File: src/rtl/_demux2_buf_fifo2.sv
// Two-entry FIFO used as one output buffer of the demux. The head is always held
// in slot 0, so the consumer sees a registered word with no read mux.
module _fifo2 #(
    parameter int n = 32
) (
    input  logic         clk,
    input  logic         rst_n,
    input  logic         flush,
    input  logic         push,
    input  logic [n-1:0] push_data,
    input  logic         pop,
    output logic [n-1:0] head_data,
    output logic [1:0]   count
);

    logic [n-1:0] mem0, mem1;

    always_ff @(posedge clk or negedge rst_n) begin
        if (!rst_n) begin
            mem0  <= '0;
            mem1  <= '0;
            count <= 2'd0;
        end else if (flush) begin
            mem0  <= '0;
            mem1  <= '0;
            count <= 2'd0;
        end else begin
            case ({push, pop})
                2'b10: begin
                    if (count == 2'd0) mem0 <= push_data;
                    else               mem1 <= push_data;
                    count <= count + 2'd1;
                end
                2'b01: begin
                    mem0  <= mem1;
                    mem1  <= '0;
                    count <= count - 2'd1;
                end
                2'b11: begin
                    // Old head leaves; the new word lands behind whatever remains.
                    if (count == 2'd1) begin
                        mem0 <= push_data;
                    end else begin
                        mem0 <= mem1;
                        mem1 <= push_data;
                    end
                end
                default: ;
            endcase
        end
    end

    assign head_data = mem0;

endmodule

File: src/rtl/_demux2_buf.sv
// Buffered 1-to-2 stream demux: each producer word is steered by in_sel into one
// of two 2-entry FIFOs, each drained by its own valid/ready consumer.
module _demux2_buf #(
    parameter int n = 32
) (
    input  logic         clk,
    input  logic         rst_n,
    input  logic         flush,
    input  logic         in_valid,
    output logic         in_ready,
    input  logic         in_sel,
    input  logic [n-1:0] in_data,
    output logic         out0_valid,
    input  logic         out0_ready,
    output logic [n-1:0] out0_data,
    output logic         out1_valid,
    input  logic         out1_ready,
    output logic [n-1:0] out1_data,
    output logic [1:0]   out0_count,
    output logic [1:0]   out1_count
);

    logic push0, push1, pop0, pop1, acc;

    // in_ready looks only at registered counts, never at the consumer readies.
    assign in_ready = in_sel ? (out1_count != 2'd2) : (out0_count != 2'd2);
    assign acc      = in_valid & in_ready;
    assign push0    = acc & ~in_sel;
    assign push1    = acc &  in_sel;
    assign pop0     = out0_valid & out0_ready;
    assign pop1     = out1_valid & out1_ready;

    assign out0_valid = (out0_count != 2'd0);
    assign out1_valid = (out1_count != 2'd0);

    _fifo2 #(.n(n)) u_buf0 (
        .clk       (clk),
        .rst_n     (rst_n),
        .flush     (flush),
        .push      (push0),
        .push_data (in_data),
        .pop       (pop0),
        .head_data (out0_data),
        .count     (out0_count)
    );

    _fifo2 #(.n(n)) u_buf1 (
        .clk       (clk),
        .rst_n     (rst_n),
        .flush     (flush),
        .push      (push1),
        .push_data (in_data),
        .pop       (pop1),
        .head_data (out1_data),
        .count     (out1_count)
    );

    // A stalled head must stay put until it is popped or flushed.
    a_out0_hold: assert property (@(posedge clk) disable iff (!rst_n)
        (out0_valid && !out0_ready && !flush) |=> (out0_valid && $stable(out0_data)));
    a_out1_hold: assert property (@(posedge clk) disable iff (!rst_n)
        (out1_valid && !out1_ready && !flush) |=> (out1_valid && $stable(out1_data)));

endmodule

File: config.mk
export PLATFORM = sky130hd
export DESIGN_NAME = _demux2_buf
export DESIGN_NICKNAME = d
export VERILOG_FILES = /design/src/rtl/_demux2_buf_fifo2.sv /design/src/rtl/_demux2_buf.sv
export SDC_FILE = /design/constraint.sdc
export NUM_CORES = 1
export LEC_CHECK = 0
export ABC_AREA = 1
export CORE_MARGIN = 5
export CORE_UTILIZATION = 56
export CTS_BUF_LIST = sky130_fd_sc_hd__clkbuf_4
export DETAILED_ROUTE_END_ITERATION = 16
export MAX_ROUTING_LAYER = met4
export PLACE_DENSITY_LB_ADDON = 0.25
export RECOVER_POWER = 25
export SYNTH_ARGS = -nofsm -noshare
export SYNTH_HDL_FRONTEND = slang
export SYNTH_HIERARCHICAL = 1
export SYNTH_SLANG_ARGS = --single-unit
export TNS_END_PERCENT = 10
File: constraint.sdc
create_clock -name clk -period 2.2 [get_ports clk]
set_input_delay 0.22 -clock clk [delete_from_list [all_inputs] [get_ports clk]]
set_output_delay 0.22 -clock clk [all_outputs]
set_load 0.01 [all_outputs]
# Word level (Yosys, flattened, before mapping)
# Cells that the tools add are included.
# word_totals
word_cells	65
register_bits	132
# op_classes
addsub	4
bitwise	6
mux	21
eq_ne	16
n_reduce_logical	12
# op_table
op	n
32-bit two-way mux	12
32-bit case mux with 3 select lines	4
3-bit != test (second input constant)	4
2-bit by 1-bit equality test with 1-bit output (second input constant)	4
2-bit equality test (second input constant)	4
2-bit case mux with 2 select lines	2
4-bit nonzero test	2
3-bit by 2-bit != test with 1-bit output (second input constant)	2
3-bit AND reduction	2
3-bit nonzero test	2
1-bit bitwise AND	5
2-bit by 1-bit adder with 2-bit output (second input constant)	2
2-bit logical NOT	2
2-bit two-way mux	2
2-bit != test (second input constant)	2
2-bit AND reduction	2
2-bit nonzero test	2
2-bit by 1-bit subtractor with 2-bit output (second input constant)	2
1-bit two-way mux	1
1-bit inverter	1

# Longest topological paths before layout
# Gate-level depths: netlist of run 1.
# logic_depth
word_depth	7
mapped_depth	13
mapped_depth_nobuf	12

# Hierarchy
# The synthesis of run 1 kept the hierarchy.
# by_module_without_submodules
module	n_inst	seq_area_each_um2	cells_each	area_each_um2
_fifo2	2	1651.6	484	3477.1
_demux2_buf	1	0.0	15	80.1

# Least setup slack after synthesis of run 1
# OpenSTA, ideal clock, no wires.
# synth_timing
path_type	flip-flop to flip-flop
start	register u_buf1.count[0]
end	register u_buf0.mem1[0]
path_buffers	1
required_time_ns	2.134
path_slack_ns	0.464
setup_time_ns	0.066
path_stages_with_launch	11
arrival_ns	1.670
cell_sequence	dfrtp_1 inv_1 nand3_2 nand4_1 inv_1 inv_1 ha_1 nand3_4 clkbuf_1 nand4_1 nand2_1
# synth_via
elab_chain_len	7
# synth_rtl
element	line_no	source
from (decl)	_demux2_buf_fifo2.sv:13	output logic [1:0] count
from (signal assigned)	_demux2_buf_fifo2.sv:32	count <= count + 2'd1;
from (signal assigned)	_demux2_buf_fifo2.sv:37	count <= count - 2'd1;
2-bit != test *	_demux2_buf.sv:26	assign in_ready = in_sel ? (out1_count != 2'd2) : (out0_count != 2'd2);
1-bit two-way mux *	_demux2_buf.sv:26	
1-bit bitwise AND *	_demux2_buf.sv:27	assign acc = in_valid & in_ready;
1-bit bitwise AND *	_demux2_buf.sv:28	assign push0 = acc & ~in_sel;
via push0	_demux2_buf.sv:23	logic push0, push1, pop0, pop1, acc;
2-bit equality test or 2-bit by 1-bit equality test with 1-bit output (tied branches)	_demux2_buf_fifo2.sv:28	case ({push, pop})
3-bit != test (no source line) (tied with other cells)	-	
3-bit AND reduction (no source line) or 32-bit two-way mux (tied branches)	-	
to (signal assigned)	_demux2_buf_fifo2.sv:31	else mem1 <= push_data;
to (signal assigned)	_demux2_buf_fifo2.sv:45	mem1 <= push_data;
to (decl)	_demux2_buf_fifo2.sv:16	logic [n-1:0] mem0, mem1;
# Mark *: on every way through the listed nets, which the timed path passes. The rest lies on a longest branch.
# A chain may end at the register's enable or synchronous reset.

# Worst setup path after layout of run 1
# layout_timing
start	register u_buf0.count[0]
end	output port in_ready
# layout_via
elab_chain_len	2
# layout_rtl
element	line_no	source
from (decl)	_demux2_buf_fifo2.sv:13	
from (signal assigned)	_demux2_buf_fifo2.sv:32	
from (signal assigned)	_demux2_buf_fifo2.sv:37	
2-bit != test	_demux2_buf.sv:26	
1-bit two-way mux	_demux2_buf.sv:26	
to (decl)	_demux2_buf.sv:10	output logic in_ready,
# No other way between the ends.

==> results of run 1 <==
==> registers in the layout (all words and copies together) (netlist names) <==
register,count
u_buf1/head_data,32
u_buf1/count,2
u_buf0/count,2
u_buf0/head_data,32
u_buf0/mem1,32
u_buf1/mem1,32
==> what timing repair did <==
action	CTS	global route
setup endpoints to repair	0	1
hold endpoints to repair	41	0
hold buffers	1	0
resized for setup	0	2
==> cell families after synthesis <==
| family | count (synthesis) | share of synthesized area (%) |
|---|---|---|
| fa+ha+maj | 10 | 1.78 |
| simple gates | 740 | 44.3 |
| compound gates | 7 | 0.569 |
| buf+inv | 92 | 6.12 |
| flops | 132 | 47.0 |
| xor+xnor | 2 | 0.249 |
==> layer usage <==
layer / vias to the layer above / wire length [um] / GRT usage, %
met5: - / 0 / -
met4: 0 / 407 / 10.3
met3: 32 / 1380 / 5.43
met2: 296 / 8930 / 42.4
met1: 3158 / 8290 / 37.3
li1: 3328 / - / -
==> worst paths after layout <==
| kind | from | endpoint | slack [ns] | cells past startpoint |
|---|---|---|---|---|
| max | u_buf0/count[0]$_DFFE_PN0P_ | in_ready | 0.14 | 5 |
| min in group asynchronous | rst_n | u_buf0/mem1[22]$_DFFE_PN0P_ | 0.37 | 2 |
| max in group asynchronous | rst_n | u_buf1/count[0]$_DFFE_PN0P_ | 0.38 | 3 |
| min reg2reg | u_buf1/head_data[18]$_DFFE_PN0P_ | u_buf1/head_data[18]$_DFFE_PN0P_ | 0.48 | 2 |
| min | flush | u_buf0/mem1[1]$_DFFE_PN0P_ | 0.29 | 4 |
| max reg2reg | u_buf1/count[0]$_DFFE_PN0P_ | u_buf1/mem1[30]$_DFFE_PN0P_ | 0.27 | 11 |
==> power groups by stage <==
stage               sequential (W)  clock, W  combinational [W]
floorplan                  0.00357         0            0.00191
global route               0.00353   0.00154            0.00400
global placement           0.00347         0            0.00352
CTS                        0.00344   0.00145            0.00361
finish                     0.00344   0.00141            0.00360
detailed placement         0.00347         0            0.00360
==> placed cells by master (no fill, tap or decap), drive strengths merged <==
| cell type | count |
|---|---|
| nand2 | 525 |
| dfrtp | 132 |
| clkdlybuf4s50 | 107 |
| nand3 | 80 |
| nor2 | 66 |
| nand4 | 65 |
| buf | 41 |
| inv | 24 |
| clkbuf | 23 |
| ha | 10 |
| clkinv | 8 |
| o21ai | 5 |
| or2 | 2 |
| o21a | 2 |
| nand3b | 2 |
| xor2 | 2 |
| diode | 1 |
| bufinv | 1 |
| dlygate4sd3 | 1 |
==> area by class of cell <==
class                   instances  area, um2  area share (%)
multi-input cells             759       3300            38.2
well taps                     172        215            2.49
diodes                          1       2.50          0.0290
clock buffers                  21        158            1.83
flip-flops and latches        132       3310            38.3
inverters                      24       95.1            1.10
repair buffers                151       1500            17.3
clock inverters                 9       65.1           0.753
==> through the flow <==
stage / setup WS [ns] / instances
finish: 0.136 / 1269
global route: 0.000906 / 1268
CTS: 0.0377 / 1268
detailed placement: 0.0472 / 1237
global placement: 0.118 / 1237
floorplan: 0.464 / 983
==> worst register-to-register path: stages, from the launching register on <==
cell and delay [ns]:
dfrtp_2 0.44, inv_1 0.07, nand3_2 0.07, nand3_1 0.10, inv_1 0.11, inv_1 0.05
ha_1 0.33, nand3_4 0.17, nand3_2 0.11, buf_4 0.25, nand2_1 0.09, nand2_1 0.08
==> impl_metrics.ini, run 1 <==
[layout]
area_growth_pct = 22.8
fin_area_mm2 = 0.00864
drive_gt1_share_pct = 8.39
final_util_pct = 69.3
fin_nets = 1134
nFillCells = 1112

[setup_path]
required_ns = 1.98
cp_slowest_cell = clkdlybuf4s50_1
crit_type = reg2out
critPathArrivalTime_ns = 1.84
path_cells = inv_1 -> nand2_1 -> o21ai_0 -> inv_1 -> clkdlybuf4s50_1
crit_family = buffers and inverters
slowest_delay_ns = 0.48
crit_top_cell = inv_1
start_kind = register
worst-path-buf-inv = 3
worstPathMaxFanout = 6
worstSetupEndpointType = output port

[synth]
yosys.area.top_type = dfrtp_1
synth_area_mm2 = 0.00703
syn_inst = 983
synth_nets = 1032
ys_seq_elements = 132
synthTopCellsByCount = 523 x nand2_1, 132 x dfrtp_1, 71 x nand3_1
synth-seq-area-share_pct = 47.0
synth_top_area_share_pct = 47.0
synth_edf_count = 0
ys_types = 20
synth_flop_cell = dfrtp_1
yosysWarnings = 6
synthArstFlopShare_pct = 100
synth.most_common_cell = nand2_1
syn_area_per_cell_um2 = 7.16
synthTopCellsByArea = dfrtp_1 47%, nand2_1 28%, nand4_1 5.8%

[timing]
fin_setup_tns_ns = 0
clock.fmax_mhz = 485
fin_crit_ns = 2.06
skew_ns = 0.0138
hold_viol = 0
relSlewSlack_pct = 29.8
whs_ns = 0.293
setup_violations = 0
slew_viol_final = 0
fin_crit_sh_pct = 93.8
rsz0062_at_grt = no
worst_pin_slew_ns = 1.05

[power_and_ir_drop]
p_sw_w = 0.00326
p_per_area_mw_per_mm2 = 978
p_leak_nw = 4.72
internal_power_w = 0.00519
finalPower_w = 0.00845
pwr-share-seq_pct = 40.7
ir_drop_v = 0.000643
clkPwrFrac_pct = 16.7
p_sw_share_pct = 38.5
combPwrFrac_pct = 42.6

[min_path]
hold_path_class = in2reg

[clock_tree]
cts_htree_levels = 4
cts.sinks = 132
cts_setup_buffers = 0
cts_tree = yes
cts.clk_slew.worst_paths_ns = 0.11
root_buffer = clkbuf_4
cts-buffers-inserted = 17
clk_latency_ns = 0.56
clock_path_buffers = 2

[global_routing]
antenna_found_initial = 0
grt.total_usage_pct = 27.8
grt_pass1_wl_um = 31800
grt_max_degree = 56
grt_pass1_vias = 6518
grt_overflow = 0

[route]
wirelength_um = 19000
post-route-drc-count = 0
routed_via_density = 5.37
wire_per_inst_um = 15.0
drt_iter0_drc = 614
vias = 6814
route.antenna.remaining_nets = 0
dr.pass1.iters = 6

[floorplan]
start_util_pct = 56.4
core_mm2 = 0.0125
die_h_um = 122
io_pins = 110
row_count = 41
dieArea_mm2 = 0.0149
die_w_um = 122

[status]
status = finished clean

[place]
hpwlAfterDp_um = 12700
routabilityCongestion = 0.888
io_buffer_count = 109
placed_area_mm2 = 0.00843

[run]
cap_violations = 0
No activity file was read; power rests on OpenSTA's default activity.
==> inputs of run 2 (changes only) <==
CORE_MARGIN = 10   (was 5)
==> impl_metrics.ini, run 2 (synthesized netlist as in run 1, its figures left out) <==
[status]
status = finished clean

[clock_tree]
cts.clk_slew.worst_paths_ns = 0.10
cts_tree = yes
clock_path_buffers = 2
cts-buffers-inserted = 17
cts_setup_buffers = 0
cts_htree_levels = 4
root_buffer = clkbuf_4
clk_latency_ns = 0.55
cts.sinks = 132

[route]
route.antenna.remaining_nets = 0
drt_iter0_drc = 800
post-route-drc-count = 0
routed_via_density = 5.44
wire_per_inst_um = 15.8
wirelength_um = 19900
vias = 6870
dr.pass1.iters = 5

[global_routing]
grt_overflow = 0
grt_pass1_wl_um = 33300
grt.total_usage_pct = 23.6
grt_pass1_vias = 6581
grt_most_used_layer = met2
use_met3_pct = 6.36
grt_max_degree = 56
antenna_found_initial = 1
grt_use_met1_pct = 29.5
met2_usage_pct = 36.1

[min_path]
hold_path_class = in2reg

[floorplan]
die_h_um = 132
io_pins = 110
core_mm2 = 0.0122
die_w_um = 132
row_count = 40
dieArea_mm2 = 0.0174
start_util_pct = 57.8

[setup_path]
worst-path-buf-inv = 2
path_cells = buf_4 -> or2_2 -> clkdlybuf4s50_1
crit_family = buffers and inverters
worstPathMaxFanout = 5
crit_type = reg2out
slowest_delay_ns = 0.48
cp_slowest_cell = clkdlybuf4s50_1
required_ns = 1.98
start_kind = register
worstSetupEndpointType = output port
critPathArrivalTime_ns = 1.85

[timing]
slew_viol_final = 0
hold_viol = 0
fin_crit_ns = 2.07
worst_pin_slew_ns = 1.26
rsz0062_at_grt = no
setup_violations = 0
skew_ns = 0.0109
fin_crit_sh_pct = 93.9
clock.fmax_mhz = 484
relSlewSlack_pct = 16.2

[layout]
final_util_pct = 71.7
layout_commonest_cell = nand2_1
mostFrequentLayoutCells = 523 x nand2_1, 132 x dfrtp_1, 107 x clkdlybuf4s50_1, 71 x nand3_1, 66 x nor2_1
fin_nets = 1129
area_growth_pct = 23.9
fin_area_mm2 = 0.00872
drive_gt1_share_pct = 8.14

[power_and_ir_drop]
p_leak_nw = 4.76
p_per_area_mw_per_mm2 = 1020
ir_drop_v = 0.000570
finalPower_w = 0.00890

[place]
routabilityCongestion = 0.914
hpwlAfterDp_um = 13400
placed_area_mm2 = 0.00842
io_buffer_count = 109

[run]
cap_violations = 0
-- run 2: changes by cell type in the layout (fill, tap and decap cells not counted), sizes merged --
cell | previous run | this run
buf | 41 | 35
bufinv | 1 | 4
clkbuf | 23 | 22
clkinv | 8 | 9
-- run 2: final timing paths --
| path | slack [ns] | depth (start not counted) | to | start |
|---|---|---|---|---|
| max | 0.13 | 3 | out0_valid | u_buf0/count[0]$_DFFE_PN0P_ |
| min in group asynchronous | 0.46 | 2 | u_buf0/head_data[21]$_DFFE_PN0P_ | rst_n |
| min reg2reg | 0.48 | 2 | u_buf1/head_data[27]$_DFFE_PN0P_ | u_buf1/head_data[27]$_DFFE_PN0P_ |
| min | 0.20 | 4 | u_buf1/mem1[1]$_DFFE_PN0P_ | flush |
| max reg2reg | 0.23 | 10 | u_buf0/head_data[11]$_DFFE_PN0P_ | u_buf0/count[1]$_DFFE_PN0P_ |
| max in group asynchronous | 0.47 | 3 | u_buf0/mem1[12]$_DFFE_PN0P_ | rst_n |
-- run 2: routing by layer --
| layer | vias up | routed length (um) |
|---|---|---|
| met5 | - | 0 |
| met4 | 0 | 342 |
| met3 | 29 | 1730 |
| met2 | 282 | 9450 |
| met1 | 3247 | 8420 |
| li1 | 3312 | - |
-- run 2: final cells by class --
| type | instances | area, um2 |
|---|---|---|
| fillers | 1034 | 3450 |
| flip-flops and latches | 132 | 3300 |
| clock buffers | 19 | 143 |
| diodes | 1 | 2.50 |
| clock inverters | 13 | 164 |
| inverters | 24 | 97.6 |
| multi-input cells | 759 | 3300 |
| well taps | 168 | 210 |
| repair buffers | 146 | 1500 |
-- run 2: what timing repair did --
action | CTS | global route
hold buffers | 1 | 0
gates resized for setup | 0 | 2
setup endpoints to repair | 0 | 28
hold endpoints to repair | 94 | 0
-- run 2: through the flow --
stage / hold WS [ns] / setup WS, ns / cells / TNS [ns]
2_1_floorplan: -0.0756 / 0.464 / 983 / 0
3_3_place_gp: 0.190 / 0.0141 / 1228 / 0
3_5_place_dp: 0.194 / -0.0705 / 1228 / -1.21
4_1_cts: 0.147 / 0.0776 / 1261 / 0
5_1_grt: 0.212 / 0.0497 / 1262 / 0
6_report: 0.197 / 0.134 / 1262 / 0
-- run 2: report_power, final --
group	internal (W)	total, W	switching [W]	leakage (nW)
clock	0.000907	0.00178	0.000877	0.177
sequential	0.00306	0.00343	0.000372	1.76
combinational	0.00159	0.00368	0.00210	2.82
total	0.00555	0.00890	0.00335	4.76
-- run 2: worst reg2reg max path, delay by kind of cell (launching register included) --
| family | cells | cell delay, ns |
|---|---|---|
| fa+ha+maj | 1 | 0.31 |
| buf+inv | 3 | 0.50 |
| flops | 1 | 0.43 |
| simple gates | 6 | 0.68 |
==> inputs of run 3 (changes only) <==
ABC_CLOCK_PERIOD_IN_PS = 2200   (was not set)
==> results of run 3 <==
Same layout as run 2: the final DEF is identical, and so are final timing and power.
